## src/rtl/cal_meas_unit_pkg.sv

```systemverilog
// Shared definitions for the calibration measurement front-end.
package cal_meas_unit_pkg;

  localparam int ADC_WIDTH         = 12;
  localparam int NUM_OUTPUTS       = 2;
  localparam int CAL_SETTLE_CYCLES = 16;
  localparam int CAL_AVG_SAMPLES   = 8;
  localparam int CAL_MEAS_TIMEOUT  = 256;

  typedef enum logic [1:0] {
    MEAS_IDLE   = 2'd0,
    MEAS_SETTLE = 2'd1,
    MEAS_ACCUM  = 2'd2
  } meas_state_t;

endpackage

```

## src/rtl/cal_meas_unit_adc_chan_accum.sv

```systemverilog
// Per-channel sample accumulator with a sticky full-scale hit flag.
// sum/sat_hit present the post-edge values, so they already include a sample
// accepted this cycle; the parent can latch the final average on that edge.
module adc_chan_accum #(
  parameter int ADC_WIDTH = cal_meas_unit_pkg::ADC_WIDTH,
  parameter int SUM_WIDTH = cal_meas_unit_pkg::ADC_WIDTH + 3
) (
  input  logic                 clk,
  input  logic                 rst_n,
  input  logic                 clear,
  input  logic                 acc_en,
  input  logic [ADC_WIDTH-1:0] sample,
  output logic [SUM_WIDTH-1:0] sum,
  output logic                 sat_hit
);

  logic [SUM_WIDTH-1:0] sum_q, sum_d;
  logic                 sat_q, sat_d;

  // Next sum and sticky full-scale flag.
  always_comb begin
    sum_d = sum_q;
    sat_d = sat_q;
    if (clear) begin
      sum_d = '0;
      sat_d = 1'b0;
    end else if (acc_en) begin
      sum_d = sum_q + SUM_WIDTH'(sample);
      if (sample == '1) sat_d = 1'b1;
    end
  end

  // Accumulator registers, synchronous active-low reset.
  always_ff @(posedge clk) begin
    if (!rst_n) begin
      sum_q <= '0;
      sat_q <= 1'b0;
    end else begin
      sum_q <= sum_d;
      sat_q <= sat_d;
    end
  end

  assign sum     = sum_d;
  assign sat_hit = sat_d;

endmodule

```

## src/rtl/cal_meas_unit.sv

```systemverilog
// Measurement front-end: settle wait, then average AVG_SAMPLES valid ADC
// samples per channel; reports averages with a done pulse and a sat flag.
//
//   state       | meaning
//   ------------+-------------------------------------------------------
//   MEAS_IDLE   | waiting for start; outputs hold the last result
//   MEAS_SETTLE | thermal settle wait, adc_valid ignored
//   MEAS_ACCUM  | accumulating valid samples, timeout armed
module cal_meas_unit #(
  parameter int ADC_WIDTH      = cal_meas_unit_pkg::ADC_WIDTH,
  parameter int NUM_OUTPUTS    = cal_meas_unit_pkg::NUM_OUTPUTS,
  parameter int SETTLE_CYCLES  = cal_meas_unit_pkg::CAL_SETTLE_CYCLES,
  parameter int AVG_SAMPLES    = cal_meas_unit_pkg::CAL_AVG_SAMPLES,
  parameter int TIMEOUT_CYCLES = cal_meas_unit_pkg::CAL_MEAS_TIMEOUT
) (
  input  logic                             clk,
  input  logic                             rst_n,
  input  logic                             start,
  input  logic                             abort,
  input  logic                             adc_valid,
  input  logic [NUM_OUTPUTS*ADC_WIDTH-1:0] adc_data,
  output logic                             busy,
  output logic                             done,
  output logic [NUM_OUTPUTS*ADC_WIDTH-1:0] avg_data,
  output logic                             sat,
  output logic                             timeout
);
  import cal_meas_unit_pkg::*;

  localparam int LOG2_AVG = $clog2(AVG_SAMPLES);
  localparam int SUM_W    = ADC_WIDTH + LOG2_AVG;
  localparam int SET_W    = (SETTLE_CYCLES > 1) ? $clog2(SETTLE_CYCLES) : 1;
  localparam int CNT_W    = (AVG_SAMPLES > 1) ? $clog2(AVG_SAMPLES) : 1;
  localparam int TMO_W    = (TIMEOUT_CYCLES > 1) ? $clog2(TIMEOUT_CYCLES) : 1;
  localparam logic [SET_W-1:0] SET_LOAD = SET_W'((SETTLE_CYCLES > 0) ? SETTLE_CYCLES - 1 : 0);
  localparam logic [TMO_W-1:0] TMO_LOAD = TMO_W'(TIMEOUT_CYCLES - 1);
  localparam logic [CNT_W-1:0] CNT_LAST = CNT_W'(AVG_SAMPLES - 1);

  if (AVG_SAMPLES < 1 || (AVG_SAMPLES & (AVG_SAMPLES - 1)) != 0) begin : g_bad_avg
    $error("AVG_SAMPLES must be a power of two >= 1");
  end
  if (TIMEOUT_CYCLES < 1) begin : g_bad_tmo
    $error("TIMEOUT_CYCLES must be >= 1");
  end

  meas_state_t                      state_q, state_d;
  logic [SET_W-1:0]                 settle_q, settle_d;
  logic [CNT_W-1:0]                 samp_q, samp_d;
  logic [TMO_W-1:0]                 tmo_q, tmo_d;
  logic                             done_q, done_d;
  logic                             timeout_q, timeout_d;
  logic                             sat_q, sat_d;
  logic [NUM_OUTPUTS*ADC_WIDTH-1:0] avg_q, avg_d;

  logic                   clear_acc;
  logic                   acc_en;
  logic [SUM_W-1:0]       sum_arr [NUM_OUTPUTS];
  logic [NUM_OUTPUTS-1:0] hit_vec;

  assign acc_en = (state_q == MEAS_ACCUM) && adc_valid;

  for (genvar k = 0; k < NUM_OUTPUTS; k++) begin : g_chan
    adc_chan_accum #(
      .ADC_WIDTH (ADC_WIDTH),
      .SUM_WIDTH (SUM_W)
    ) u_acc (
      .clk     (clk),
      .rst_n   (rst_n),
      .clear   (clear_acc),
      .acc_en  (acc_en),
      .sample  (adc_data[k*ADC_WIDTH +: ADC_WIDTH]),
      .sum     (sum_arr[k]),
      .sat_hit (hit_vec[k])
    );
  end

  // Next-state, counters and result capture. Timers are down-counters;
  // abort is checked first so it beats both completion and timeout.
  always_comb begin
    state_d   = state_q;
    settle_d  = settle_q;
    samp_d    = samp_q;
    tmo_d     = tmo_q;
    done_d    = 1'b0;
    timeout_d = 1'b0;
    sat_d     = sat_q;
    avg_d     = avg_q;
    clear_acc = 1'b0;
    case (state_q)
      MEAS_IDLE: begin
        if (start && !abort) begin
          clear_acc = 1'b1;
          samp_d    = '0;
          tmo_d     = TMO_LOAD;
          settle_d  = SET_LOAD;
          state_d   = (SETTLE_CYCLES == 0) ? MEAS_ACCUM : MEAS_SETTLE;
        end
      end
      MEAS_SETTLE: begin
        if (abort) begin
          state_d = MEAS_IDLE;
        end else if (settle_q == '0) begin
          state_d = MEAS_ACCUM;
        end else begin
          settle_d = settle_q - 1'b1;
        end
      end
      MEAS_ACCUM: begin
        if (abort) begin
          state_d = MEAS_IDLE;
        end else if (adc_valid) begin
          tmo_d = TMO_LOAD;
          if (samp_q == CNT_LAST) begin
            for (int k = 0; k < NUM_OUTPUTS; k++) begin
              avg_d[k*ADC_WIDTH +: ADC_WIDTH] = ADC_WIDTH'(sum_arr[k] >> LOG2_AVG);
            end
            sat_d   = |hit_vec;
            done_d  = 1'b1;
            state_d = MEAS_IDLE;
          end else begin
            samp_d = samp_q + 1'b1;
          end
        end else if (tmo_q == '0) begin
          timeout_d = 1'b1;
          state_d   = MEAS_IDLE;
        end else begin
          tmo_d = tmo_q - 1'b1;
        end
      end
      default: state_d = MEAS_IDLE;
    endcase
  end

  // State, counter and output registers, synchronous active-low reset.
  always_ff @(posedge clk) begin
    if (!rst_n) begin
      state_q   <= MEAS_IDLE;
      settle_q  <= '0;
      samp_q    <= '0;
      tmo_q     <= '0;
      done_q    <= 1'b0;
      timeout_q <= 1'b0;
      sat_q     <= 1'b0;
      avg_q     <= '0;
    end else begin
      state_q   <= state_d;
      settle_q  <= settle_d;
      samp_q    <= samp_d;
      tmo_q     <= tmo_d;
      done_q    <= done_d;
      timeout_q <= timeout_d;
      sat_q     <= sat_d;
      avg_q     <= avg_d;
    end
  end

  assign busy     = (state_q != MEAS_IDLE);
  assign done     = done_q;
  assign timeout  = timeout_q;
  assign sat      = sat_q;
  assign avg_data = avg_q;

endmodule

```

## config.mk

```make
export PLATFORM = sky130hd
export DESIGN_NAME = cal_meas_unit
export DESIGN_NICKNAME = d
export VERILOG_FILES = /design/src/rtl/cal_meas_unit_pkg.sv /design/src/rtl/cal_meas_unit_adc_chan_accum.sv /design/src/rtl/cal_meas_unit.sv
export SDC_FILE = /design/constraint.sdc
export NUM_CORES = 1
export LEC_CHECK = 0
export CAP_MARGIN = 25
export CORE_ASPECT_RATIO = 1.25
export CORE_MARGIN = 8
export CORE_UTILIZATION = 56
export DETAILED_ROUTE_END_ITERATION = 8
export PLACE_DENSITY = 0.81
export SYNTH_ARGS = -nofsm -noshare
export SYNTH_HDL_FRONTEND = slang
export SYNTH_SLANG_ARGS = --single-unit
```

## constraint.sdc

```tcl
create_clock -name clk -period 3.3 [get_ports clk]
set_input_delay 0.99 -clock clk [delete_from_list [all_inputs] [get_ports clk]]
set_output_delay 0.99 -clock clk [all_outputs]
set_load 0.1 [all_outputs]
```

## Yosys cells after proc, flatten, opt, wreduce, memory -nomap -nowiden

Index checks and enable logic that the tools add are counted.

- Flip-flop bits (word level): 76
- Input port bits: 29
- Output and inout bits: 28
- Word-level logic and storage cells: 92

- Bitwise operators: 4
- Mux-type cells: 36
- Add/sub/neg operators: 5
- Equal/unequal tests: 15
- Reduce and logical (&&, ||, !) cells: 18

Operator list:

| kind | number |
|---|---|
| 15-bit 2-to-1 mux | 4 |
| 8-bit 2-to-1 mux | 4 |
| 15-bit by 12-bit adder with 15-bit output | 2 |
| 12-bit == test (second input constant) | 2 |
| 8-bit case mux with 2 select lines | 1 |
| 4-bit AND reduction | 4 |
| 2-bit 2-to-1 mux | 7 |
| 3-bit 2-to-1 mux | 4 |
| 4-bit 2-to-1 mux | 3 |
| 2-bit inequality test (second input constant) | 6 |
| 1-bit 2-to-1 mux | 10 |
| 8-bit zero test | 1 |
| 4-bit by 3-bit inequality test with 1-bit output (second input constant) | 2 |
| 4-bit case mux with 2 select lines | 1 |
| 4-bit OR reduction | 2 |
| 8-bit by 1-bit subtractor with 8-bit output (second input constant) | 1 |
| 3-bit inequality test (second input constant) | 2 |
| 2-bit case mux with 3 select lines | 1 |
| 3-bit case mux with 2 select lines | 1 |
| 2-bit nonzero test | 3 |
| 5-bit AND reduction | 1 |
| 4-bit zero test | 1 |
| 1-bit NOT | 4 |
| 2-bit OR reduction | 2 |
| 8 further kinds | 9 |

## Longest topological paths before layout

Gate-level depths: netlist of the first run.

- Depth after elaboration: 6
- Depth in mapped cells: 8
- Gate-level depth less buffers: 8

## Modules after synthesis

From an unflattened synthesis of the first run, not the netlist that was laid out.

- Cell total of the unflattened synthesis: 634
- Area total of the unflattened synthesis: 5,091.1 µm²

Modules (own cells, without submodules):

| module | cells each | seq. area each (µm²) | area each (µm²) | instances |
|---|---|---|---|---|
| cal_meas_unit | 229 | 880.8 | 1,925.6 | 1 |
| adc_chan_accum (g_chan[0].u_acc) | 212 | 320.3 | 1,675.4 | 1 |
| adc_chan_accum (g_chan[1].u_acc) | 193 | 320.3 | 1,490.2 | 1 |

## Worst setup path before layout of the first run

OpenSTA, ideal clock, no wires.

- Kind: input port to flip-flop
- Start: input port adc_data[12]
- End: register g_chan[1].u_acc.sum_q[8]
- Library setup time: 62 ps
- Required time: 3,238 ps
- Path buffers: 0
- Arrival time: 2,781 ps
- Stages on the path: 8
- Setup slack: 457 ps
- Path through: ha_1 -> fa_1 -> a211oi_1 -> o21ai_1 -> a21o_1 -> a21o_1 -> or3_1 -> nand3_1

- Word-level cells in the longest chain between the ends: 3

Ends and longest elaborated chain:

| what | RTL line | source |
|---|---|---|
| start, declared | cal_meas_unit.sv:21 | `input logic [NUM_OUTPUTS*ADC_WIDTH-1:0] adc_data,` |
| 15-bit by 12-bit adder with 15-bit output | cal_meas_unit_adc_chan_accum.sv:28 | `sum_d = sum_q + SUM_WIDTH'(sample);` |
| 15-bit 2-to-1 mux | cal_meas_unit_adc_chan_accum.sv:27 | `end else if (acc_en) begin` |
| 15-bit 2-to-1 mux | cal_meas_unit_adc_chan_accum.sv:24 | `if (clear) begin` |
| end signal, assigned | cal_meas_unit_adc_chan_accum.sv:39 | `sum_q <= sum_d;` |
| end, declared | cal_meas_unit_adc_chan_accum.sv:17 | `logic [SUM_WIDTH-1:0] sum_q, sum_d;` |

No other way between the ends.
A chain may end at the register's enable or synchronous reset.

## Final worst setup path of the first run

- Start: input port adc_data[12]
- End: register g_chan[1].u_acc.sum_q[10]

The elaborated chain is that of the path after synthesis.

==> results of run 1 <==
logic make-up (layout without fill, tap and decap cells):
kind of cell	after synthesis	count (layout)	synth area share
AND/OR/NAND/NOR	202	202	0.244
AO/OA/AOI/OAI	147	147	0.221
flip-flops	76	76	0.352
adder cells (fa/ha/maj)	31	31	0.0931
buffers and inverters	30	104	0.0341
XOR/XNOR	22	22	0.0445
multiplexers	5	5	0.0116
per-layer routing:
metal | wire (um) | share of wire | GRT usage
met1 | 4990 | 0.43 | 0.258
met2 | 5580 | 0.49 | 0.363
met3 | 613 | 0.053 | 0.0564
met4 | 285 | 0.025 | 0.0793
met5 | 0 | 0 | 0
cell usage after synthesis (8+ instances only):
| cell type | n | area share |
|---|---|---|
| sky130_fd_sc_hd__a211oi_1 | 12 | 0.021 |
| sky130_fd_sc_hd__a21o_1 | 18 | 0.031 |
| sky130_fd_sc_hd__a21oi_1 | 39 | 0.045 |
| sky130_fd_sc_hd__and3_1 | 12 | 0.017 |
| sky130_fd_sc_hd__buf_2 | 9 | 0.010 |
| sky130_fd_sc_hd__clkbuf_1 | 8 | 0.0069 |
| sky130_fd_sc_hd__dfxtp_1 | 76 | 0.35 |
| sky130_fd_sc_hd__ha_1 | 29 | 0.084 |
| sky130_fd_sc_hd__inv_1 | 8 | 0.0069 |
| sky130_fd_sc_hd__nand2_1 | 59 | 0.051 |
| sky130_fd_sc_hd__nand3_1 | 25 | 0.029 |
| sky130_fd_sc_hd__nand4_1 | 12 | 0.017 |
| sky130_fd_sc_hd__nor2_1 | 44 | 0.038 |
| sky130_fd_sc_hd__nor3_1 | 8 | 0.0093 |
| sky130_fd_sc_hd__nor4_1 | 8 | 0.012 |
| sky130_fd_sc_hd__o21ai_0 | 31 | 0.036 |
| sky130_fd_sc_hd__xnor2_1 | 13 | 0.026 |
| sky130_fd_sc_hd__xor2_1 | 9 | 0.018 |
through the flow:
stage	total power, mW	hold slack (ps)
2_1_floorplan	1.11	427
3_3_place_gp	1.20	433
3_5_place_dp	1.20	440
4_1_cts	1.88	450
5_1_grt	1.96	469
6_report	1.88	449
final timing paths:
kind                               end  slack (ps)  cells past startpoint
min                       avg_data[23]         450                      2
max reg2reg  g_chan[1].u_acc.sum_q[10]         970                      8
max          g_chan[1].u_acc.sum_q[10]         200                      9
min reg2reg               avg_data[23]         450                      2
where the power goes:
group / switching [mW] / internal [mW]
Clock: 0.349 / 0.346
Combinational: 0.130 / 0.102
Sequential: 0.0197 / 0.933
area by class of cell:
class,count,area [um2],share of cell area
well taps,95,119,0.0230
clock buffers,11,131,0.0254
repair buffers,79,663,0.128
multi-input cells,407,2660,0.513
flip-flops and latches,76,1520,0.294
clock inverters,5,52.6,0.0101
inverters,9,35.0,0.00676
critical path, delay by kind of cell:
kind / cells / cell delay, ps
AO/OA/AOI/OAI: 4 / 930
AND/OR/NAND/NOR: 1 / 180
XOR/XNOR: 1 / 200
buffers and inverters: 1 / 430
adder cells (fa/ha/maj): 2 / 620
registers in the layout, summed over array words and instances, names as in the netlist:
signal	count
avg_data	24
done	1
g_chan.u_acc.sat_q	2
g_chan.u_acc.sum_q	30
samp_q	3
sat	1
settle_q	4
state_q	2
timeout	1
tmo_q	8
layout by cell type (no fill, tap or decap), types with 4 or more instances in the layout:
cell type,instances
sky130_fd_sc_hd__o21ai_1,4
sky130_fd_sc_hd__inv_1,8
sky130_fd_sc_hd__a211oi_1,12
sky130_fd_sc_hd__a31oi_1,5
sky130_fd_sc_hd__nand2_1,59
sky130_fd_sc_hd__xor2_1,9
sky130_fd_sc_hd__a21o_1,18
sky130_fd_sc_hd__o21ai_0,31
sky130_fd_sc_hd__xnor2_1,13
sky130_fd_sc_hd__nor4_1,8
sky130_fd_sc_hd__clkdlybuf4s50_1,28
sky130_fd_sc_hd__and2_1,5
sky130_fd_sc_hd__nor2_1,44
sky130_fd_sc_hd__nand4_1,12
sky130_fd_sc_hd__a21oi_1,39
sky130_fd_sc_hd__dfxtp_1,76
sky130_fd_sc_hd__clkbuf_8,9
sky130_fd_sc_hd__ha_1,29
sky130_fd_sc_hd__nor3_1,8
sky130_fd_sc_hd__clkinv_2,4
sky130_fd_sc_hd__and3_1,12
sky130_fd_sc_hd__mux2i_1,5
sky130_fd_sc_hd__or3_1,4
sky130_fd_sc_hd__o21a_1,5
sky130_fd_sc_hd__o211ai_1,5
sky130_fd_sc_hd__buf_4,51
sky130_fd_sc_hd__nand3_1,25
==> parameters.txt, run 1 <==
Parameter                              Value

Status
  Result of the run    finished, final reports clean

STA
  Setup Total Neg Slack    0 ps
  Transition time of the tightest slew-check pin    769 ps
  Relative slew slack    0.487
  Final Cycle Share    0.940
  Setup repair after global routing missed its margin    false
  Number of failing hold endpoints at the final stage    0
  Fin. max-slew vios    0
  Tmin final    about 3100 ps
  Top achievable clock speed    roughly 320 MHz
  Count of final setup violators    0
  Min setup slack post-route    around 200 ps
  Final clock skew    6.86 ps

Placed design
  Minimum setup slack after placement    -135 ps
  HPWL after detailed placement    roughly 8600 um
  Number of I/O port buffers    56
  Weighted congestion reported at the end of routability-driven placement    ~0.95
  Cell area reported after detailed placement    0.00499 mm2
  Placed Cells incl. Taps    666

Clocking
  Maximum root-to-sink buffer count    2
  Inserted Clock Buffers    9
  # clock sinks    76
  Clk slew on worst S/H paths    ~70 ps
  Number of instances resized during post-cts repair    0
  Post-CTS Setup Inserts    0
  CTS H-tree depth    3
  Clock tree from TritonCTS    done
  Count of hold-fix buffers inserted at cts    0
  Clock Latency Late Sink    360 ps
  Clock root buffer    sky130_fd_sc_hd__clkbuf_8

Finish
  Final Net Count    roughly 640
  Post-Layout Cell Count    around 700
  Core utilization of the finished layout    0.676
  Fraction of layout instances using a drive strength above 1    0.131
  Area growth syn-to-layout    19.7%
  Final Instance Area    0.00518 mm2
  Total of fill cells in the finished design    688
  Antenna diode instance count    0

Route
  DR iter-0 viols    around 260
  Drt total wl    11500 um
  Router iterations before antenna repair    5
  Detail-routed via count per cell    about 6
  Routed length per placed instance    16.8 um
  Total number of vias    roughly 4100
  Number of routed nets with antenna violations    0
  DRC Markers    0

Synth
  Summed instance area of the synthesized netlist    roughly 0.0043 mm2
  Most used flip-flop cell after synthesis    sky130_fd_sc_hd__dfxtp_1
  Number of nets in the synthesized netlist    between 500 and 600
  Yosys warning total    0
  Post-synth EDFFs    0
  Share of synthesized area occupied by flip-flops and latches    0.352
  Average size of a mapped cell    about 8.4 um2
  Flip-flop and latch count after synthesis    between 70 and 80
  Post-synthesis instance total    ~500
  Distinct cell type count after synthesis    64
  Proportion of synthesized flip-flops having asynchronous set or reset    0

Worst setup path
  CP startpoint kind    primary input
  CP Capture Type    flop
  Sequence of cells on the critical path    clkdlybuf4s50_1, ha_1, fa_1, a211oi_1, o21ai_1, and2_1, a221oi_1, xor2_1, o21ai_0
  Slowest stage delay, CP    around 430 ps
  Worst endpoint data arrival time    between 3000 and 4000 ps
  Cell type of the slowest stage on the worst timing path    sky130_fd_sc_hd__clkdlybuf4s50_1
  Launch instance of the worst register-to-register path    g_chan[1].u_acc.sum_q[0]
  Setup Crit Path Kind    primary input to flop
  Required time worst endpoint    between 3000 and 4000 ps
  Maximum fanout count along the critical path    3
  Crit. Startpoint    adc_data[12]

GRT
  Largest net degree at the start of global routing    23
  Overflow after GRT    0
  First-pass GRT wire length    roughly 19000 um
  Antenna violations before repair    0
  GRT Util Overall    0.217
  Number of global-route vias before repair    approximately 4000

Job
  # Max-Cap Violations    0

Floorplan
  Cell Rows    36
  Total Die Area    approximately 0.011 mm2
  Top-Level Pins    57
  Std-Cell Core Area    between 0.007 and 0.008 mm2
  Die boundary height    about 110 um
  Starting density of the core    0.565
  Die W    approximately 95 um

Min path
  Worst min path class    flop to flop
  Hold path startpoint    avg_data[23]

Pwr
  Power Dens Cells    363 mW/mm2
  Leakage dissipation    between 2 and 2.5 nW
  Peak ir drop on the vdd network    around 0.27 mV
Power figures use the tool's default switching activity.
==> run 2: changes to the inputs <==
Settings changed: CORE_MARGIN 8 to 2, SETUP_SLACK_MARGIN set to 0.5.
==> parameters.txt, run 2 (synthesis results as in run 1) <==
Parameter                              Value

Status
  Result of the run    finished, final reports clean

Placed design
  Number of I/O port buffers    56 (unchanged)
  Minimum setup slack after placement    -96.9 ps (+38.6 ps)
  Placed Cells incl. Taps    666 (unchanged)
  HPWL after detailed placement    8180 um (-5.2%)
  Weighted congestion reported at the end of routability-driven placement    0.923 (-2.9%)

STA
  Final clock skew    9.00 ps (+2.14 ps)
  Setup repair after global routing missed its margin    true
  Setup Total Neg Slack    0 ps (unchanged)
  Transition time of the tightest slew-check pin    807 ps (+38.2 ps)
  Relative slew slack    0.461 (-0.0255)
  Number of failing hold endpoints at the final stage    0 (unchanged)
  Count of final setup violators    0 (unchanged)
  Fin. max-slew vios    0 (unchanged)
  Top achievable clock speed    360 MHz (+12%)
  Final Cycle Share    0.841 (-0.0995)
  Tmin final    2780 ps (-328 ps)
  Worst hold slack    457 ps (+7.50 ps)
  Min setup slack post-route    525 ps (+328 ps)

Worst setup path
  Worst endpoint data arrival time    3020 ps (-330 ps)
  Combined buffer and inverter count along the critical path    1 (unchanged)
  Sequence of cells on the critical path    clkdlybuf4s50_1, ha_2, a21o_1, a211oi_1, o21a_1, a21oi_1, a221o_1
  Maximum fanout count along the critical path    7 (+4)
  Setup Crit Path Kind    primary input to flop
  Required time worst endpoint    3550 ps (about the same)
  CP Capture Type    flop
  Cell type of the slowest stage on the worst timing path    sky130_fd_sc_hd__clkdlybuf4s50_1
  Family with the most delay on the worst path    compound AO/OA/AOI/OAI gates
  Slowest stage delay, CP    540 ps (+110 ps)
  CP startpoint kind    primary input

Route
  Detail-routed via count per cell    6.10 (+1.4%)
  DR iter-0 viols    201 (-23%)
  Router iterations before antenna repair    5 (unchanged)
  Routed length per placed instance    16.4 um (-2.7%)
  Number of routed nets with antenna violations    0 (unchanged)
  Total number of vias    4165 (+1.5%)
  Drt total wl    11200 um (-2.6%)
  DRC Markers    0 (unchanged)

Clocking
  Inserted Clock Buffers    9 (unchanged)
  Clock root buffer    sky130_fd_sc_hd__clkbuf_8
  # clock sinks    76 (unchanged)
  Clock Latency Late Sink    350 ps (about the same)
  Maximum root-to-sink buffer count    2 (unchanged)
  CTS H-tree depth    3 (unchanged)
  Clk slew on worst S/H paths    80 ps (about the same)
  Count of hold-fix buffers inserted at cts    0 (unchanged)
  Clock tree from TritonCTS    done

Finish
  Post-Layout Cell Count    683 (+0.15%)
  Commonest non-fill, non-tap cells in the layout    76 x sky130_fd_sc_hd__dfxtp_1, 59 x sky130_fd_sc_hd__nand2_1, 55 x sky130_fd_sc_hd__buf_4
  Number of flip-flops under the largest register name    30 (unchanged)
  Fraction of layout instances using a drive strength above 1    0.183 (+0.0516)
  Antenna diode instance count    0 (unchanged)
  Largest reg by FF count    g_chan.u_acc.sum_q
  Area growth syn-to-layout    24.0%
  Commonest non-fill, non-tap cell in the layout    sky130_fd_sc_hd__dfxtp_1
  Final Net Count    646 (+0.62%)

GRT
  Overflow after GRT    0 (unchanged)
  Antenna violations before repair    0 (unchanged)
  GRT Util Overall    0.273 (+0.0564)
  Largest net degree at the start of global routing    22 (-4.3%)
  First-pass GRT wire length    18000 um (-4.5%)
  Number of global-route vias before repair    3862 (-3.1%)

Min path
  Worst min path class    flop to flop

Pwr
  Overall power    1.91 mW (+1.8%)
  Peak ir drop on the vdd network    0.326 mV (+19%)
  Power Dens Cells    357 mW/mm2 (-1.7%)
  Leakage dissipation    2.30 nW (+2.2%)

Floorplan
  Starting density of the core    0.581 (+0.0161)
  Die W    82.6 um (-13%)
  Cell Rows    35 (-2.8%)
  Top-Level Pins    57 (unchanged)
  Total Die Area    0.00845 mm2 (-22%)
  Std-Cell Core Area    0.00744 mm2 (-2.8%)
  Die boundary height    102 um (-11%)

Job
  # Max-Cap Violations    0 (unchanged)
## run 2: layout make-up
cell class / instances / area (um2)
repair buffers: 83 / 697
flip-flops and latches: 76 / 1520
inverters: 9 / 35.0
clock buffers: 10 / 138
multi-input cells: 407 / 2790
well taps: 92 / 115
fillers: 591 / 2080
clock inverters: 6 / 63.8
## run 2: timing repair
action	in CTS	in global routing
gates resized for setup	20	15
setup endpoints to repair	25	22
buffers inserted	1	0
pin swaps	13	12
## run 2: worst paths after layout
| kind | depth (start not counted) | endpoint | startpoint | slack [ps] |
|---|---|---|---|---|
| setup reg to reg | 8 | g_chan[1].u_acc.sum_q[8] | g_chan[1].u_acc.sum_q[0] | 1190 |
| hold / removal | 2 | avg_data[23] | avg_data[23] | 460 |
| setup / recovery | 7 | avg_data[21] | adc_data[19] | 520 |
| hold reg to reg | 2 | avg_data[23] | avg_data[23] | 460 |
## run 2: power by group
group | switching [mW] | internal (mW)
combinational | 0.134 | 0.102
clock | 0.356 | 0.368
sequential | 0.0193 | 0.933
## run 2: routing by layer
layer	vias up	track usage	routed length, um
met5	-	0	0
met4	0	0.101	188
met3	20	0.0618	555
met2	109	0.462	5600
met1	2005	0.337	4830
li1	2031	-	-
## run 2: metrics by stage
stage / utilization / instance area [um2]
finish: 0.721 / 5360
global route: 0.721 / 5360
CTS: 0.711 / 5290
detailed placement: 0.674 / 5020
global placement: 0.674 / 5020
floorplan: - / 4330
## run 2: worst register-to-register path, delay by kind of cell (launching register included)
kind,cells,cell delay [ps]
AO/OA/AOI/OAI,4,720
adder cells (fa/ha/maj),2,570
flip-flops,1,320
AND/OR/NAND/NOR,2,440
==> run 3: changes to the inputs <==
Clock period 3.3 ns to 2.9 ns, I/O delays scaled along.
==> parameters.txt, run 3 (synthesis results as in run 1) <==
Parameter                              Value

Status
  Result of the run    finished, final reports clean

Pwr
  Leakage dissipation    2.60 nW (+13%)
  Overall power    2.51 mW (+31%)
  Peak ir drop on the vdd network    0.400 mV (+23%)
  Power Dens Cells    413 mW/mm2 (+16%)

Route
  DRC Markers    0 (unchanged)
  DR iter-0 viols    347 (+73%)
  Router iterations before antenna repair    5 (unchanged)
  Met3 wirelength from detailed routing    842 um (+52%)
  Top sig layer    met4
  Met2 WL post-DR    6800 um (+21%)
  Number of routed nets with antenna violations    0 (unchanged)
  Drt total wl    13500 um (+21%)
  Total number of vias    4517 (+8.5%)
  Routed length per placed instance    18.7 um (+15%)
  Detail-routed via count per cell    6.28 (+3.0%)
  Wire length on met1    5380 um (+12%)

STA
  Relative slew slack    0.628 (+0.167)
  Fin. max-slew vios    0 (unchanged)
  Number of failing hold endpoints at the final stage    0 (unchanged)
  Final Cycle Share    0.845
  Transition time of the tightest slew-check pin    552 ps (-254 ps)
  Final clock skew    12.1 ps (+3.08 ps)
  Tmin final    about 2500 ps
  Count of final setup violators    0 (unchanged)
  Top achievable clock speed    slightly above 400 MHz
  Setup repair after global routing missed its margin    true

GRT
  Antenna violations before repair    0 (unchanged)
  Largest net degree at the start of global routing    20 (-9.1%)
  Overflow after GRT    0 (unchanged)
  GRT Util Overall    0.308 (+0.0343)
  Number of global-route vias before repair    4321 (+12%)
  First-pass GRT wire length    20100 um (+12%)

Worst setup path
  Launch instance of the worst register-to-register path    g_chan[0].u_acc.sum_q[0]
  Worst endpoint data arrival time    2750 ps (-270 ps)
  Maximum fanout count along the critical path    5 (-2)
  Register-to-register setup slack    730 ps (-460 ps)
  Required time worst endpoint    3200 ps (-350 ps)
  Crit. Startpoint    adc_data[5]
  Reg-to-reg endpoint    g_chan[0].u_acc.sum_q[8]
  CP startpoint kind    primary input
  Crit path to    g_chan[0].u_acc.sum_q[11]
  Setup Crit Path Kind    primary input to flop
  Number of cell instances on the worst register-to-register path    8 (unchanged)
  CP Capture Type    flop

Finish
  Area growth syn-to-layout    40.7%
  Final Instance Area    0.00608 mm2 (+13%)
  Core utilization of the finished layout    0.817 (+0.0968)
  Total of fill cells in the finished design    464 (-21%)
  Commonest non-fill, non-tap cell in the layout    sky130_fd_sc_hd__buf_4
  Fraction of layout instances using a drive strength above 1    0.300 (+0.117)
  Antenna diode instance count    0 (unchanged)
  Commonest non-fill, non-tap cells in the layout    91 x sky130_fd_sc_hd__buf_4, 76 x sky130_fd_sc_hd__dfxtp_1, 57 x sky130_fd_sc_hd__nand2_1
  Largest reg by FF count    g_chan.u_acc.sum_q
  Number of flip-flops under the largest register name    30 (unchanged)
  Final Net Count    683 (+5.7%)
  Post-Layout Cell Count    719 (+5.3%)

Clocking
  Clock root buffer    sky130_fd_sc_hd__clkbuf_8
  Maximum root-to-sink buffer count    2 (unchanged)
  Count of hold-fix buffers inserted at cts    0 (unchanged)
  Clock Latency Late Sink    360 ps (about the same)
  Clock tree from TritonCTS    done
  Clk slew on worst S/H paths    90 ps (about the same)
  CTS H-tree depth    3 (unchanged)
  # clock sinks    76 (unchanged)
  Inserted Clock Buffers    9 (unchanged)

Job
  # Max-Cap Violations    0 (unchanged)

Floorplan
  Cell Rows    35 (unchanged)
  Die W    82.6 um (unchanged)
  Std-Cell Core Area    0.00744 mm2 (unchanged)
  Starting density of the core    0.581 (unchanged)
  Total Die Area    0.00845 mm2 (unchanged)
  Die boundary height    102 um (unchanged)
  Top-Level Pins    57 (unchanged)

Placed design
  Weighted congestion reported at the end of routability-driven placement    0.931 (+0.90%)
  Number of I/O port buffers    56 (unchanged)
  Placed Cells incl. Taps    686 (+3.0%)
  Cell area reported after detailed placement    0.00524 mm2 (+4.5%)
  HPWL after detailed placement    8710 um (+6.6%)

Min path
  Worst min path class    flop to flop
  Cells on Worst Hold Path    2 (unchanged)
-- run 3: cell count changes in the layout (fill, tap and decap cells not counted), moves of 3 or more --
cell / change
sky130_fd_sc_hd__a21oi_1: -5
sky130_fd_sc_hd__a21oi_2: +4
sky130_fd_sc_hd__buf_4: +36
sky130_fd_sc_hd__bufinv_16: +3
sky130_fd_sc_hd__clkbuf_2: +3
sky130_fd_sc_hd__clkdlybuf4s50_1: -16
sky130_fd_sc_hd__dlymetal6s2s_1: +5
sky130_fd_sc_hd__ha_1: -13
sky130_fd_sc_hd__ha_2: -4
sky130_fd_sc_hd__ha_4: +17
sky130_fd_sc_hd__o21ai_0: -9
sky130_fd_sc_hd__o21ai_1: +8
-- run 3: metrics by stage --
stage / hold slack, ps / TNS [ps] / worst slack (ps)
after floorplan: 427 / 0 / 389
after global placement: 438 / -2910 / -189
after detailed placement: 443 / -4430 / -248
after CTS: 462 / 0 / 477
after global routing: 496 / 0 / 408
final: 457 / 0 / 448
-- run 3: area by class of cell --
cell class | count | area (um2) | share of cell area
clock buffer | 11 | 151 | 0.0249
clock inverter | 4 | 120 | 0.0197
inverter | 9 | 35.0 | 0.00576
multi-input combinational | 407 | 3170 | 0.520
sequential | 76 | 1520 | 0.250
tap | 92 | 115 | 0.0189
timing repair buffer | 120 | 976 | 0.160
-- run 3: how the worst min path moves through the flow --
stage | start | endpoint | slack (ps)
floorplan | g_chan[0].u_acc.sat_q | g_chan[0].u_acc.sat_q | 430
global placement | g_chan[0].u_acc.sat_q | g_chan[0].u_acc.sat_q | 440
detailed placement | avg_data[9] | avg_data[9] | 440
CTS | avg_data[5] | avg_data[5] | 460
global route | avg_data[14] | avg_data[14] | 500
finish | avg_data[9] | avg_data[9] | 460
-- run 3: per-layer routing --
layer,global-route usage,up-vias
met5,0,-
met4,0.135,0
met3,0.0495,57
met1,0.366,2156
met2,0.539,202
li1,-,2102
-- run 3: power by group --
part / switching [mW] / internal [mW]
clock: 0.408 / 0.702
sequential: 0.0231 / 1.06
combinational: 0.176 / 0.142
total: 0.607 / 1.91
-- run 3: timing repair --
action | 4_1_cts | 5_1_grt
pin swaps | 30 | 40
buffers inserted | 6 | 12
endpoints found under the setup margin | 42 | 37
gates resized for setup | 64 | 56
-- run 3: critical path: stages --
cell and delay (ps):
sky130_fd_sc_hd__clkdlybuf4s50_1 500, sky130_fd_sc_hd__ha_2 260, sky130_fd_sc_hd__a21oi_2 100, sky130_fd_sc_hd__o21ai_0 210, sky130_fd_sc_hd__buf_4 190, sky130_fd_sc_hd__o21bai_1 120, sky130_fd_sc_hd__a2111o_1 420, sky130_fd_sc_hd__nand3_1 70
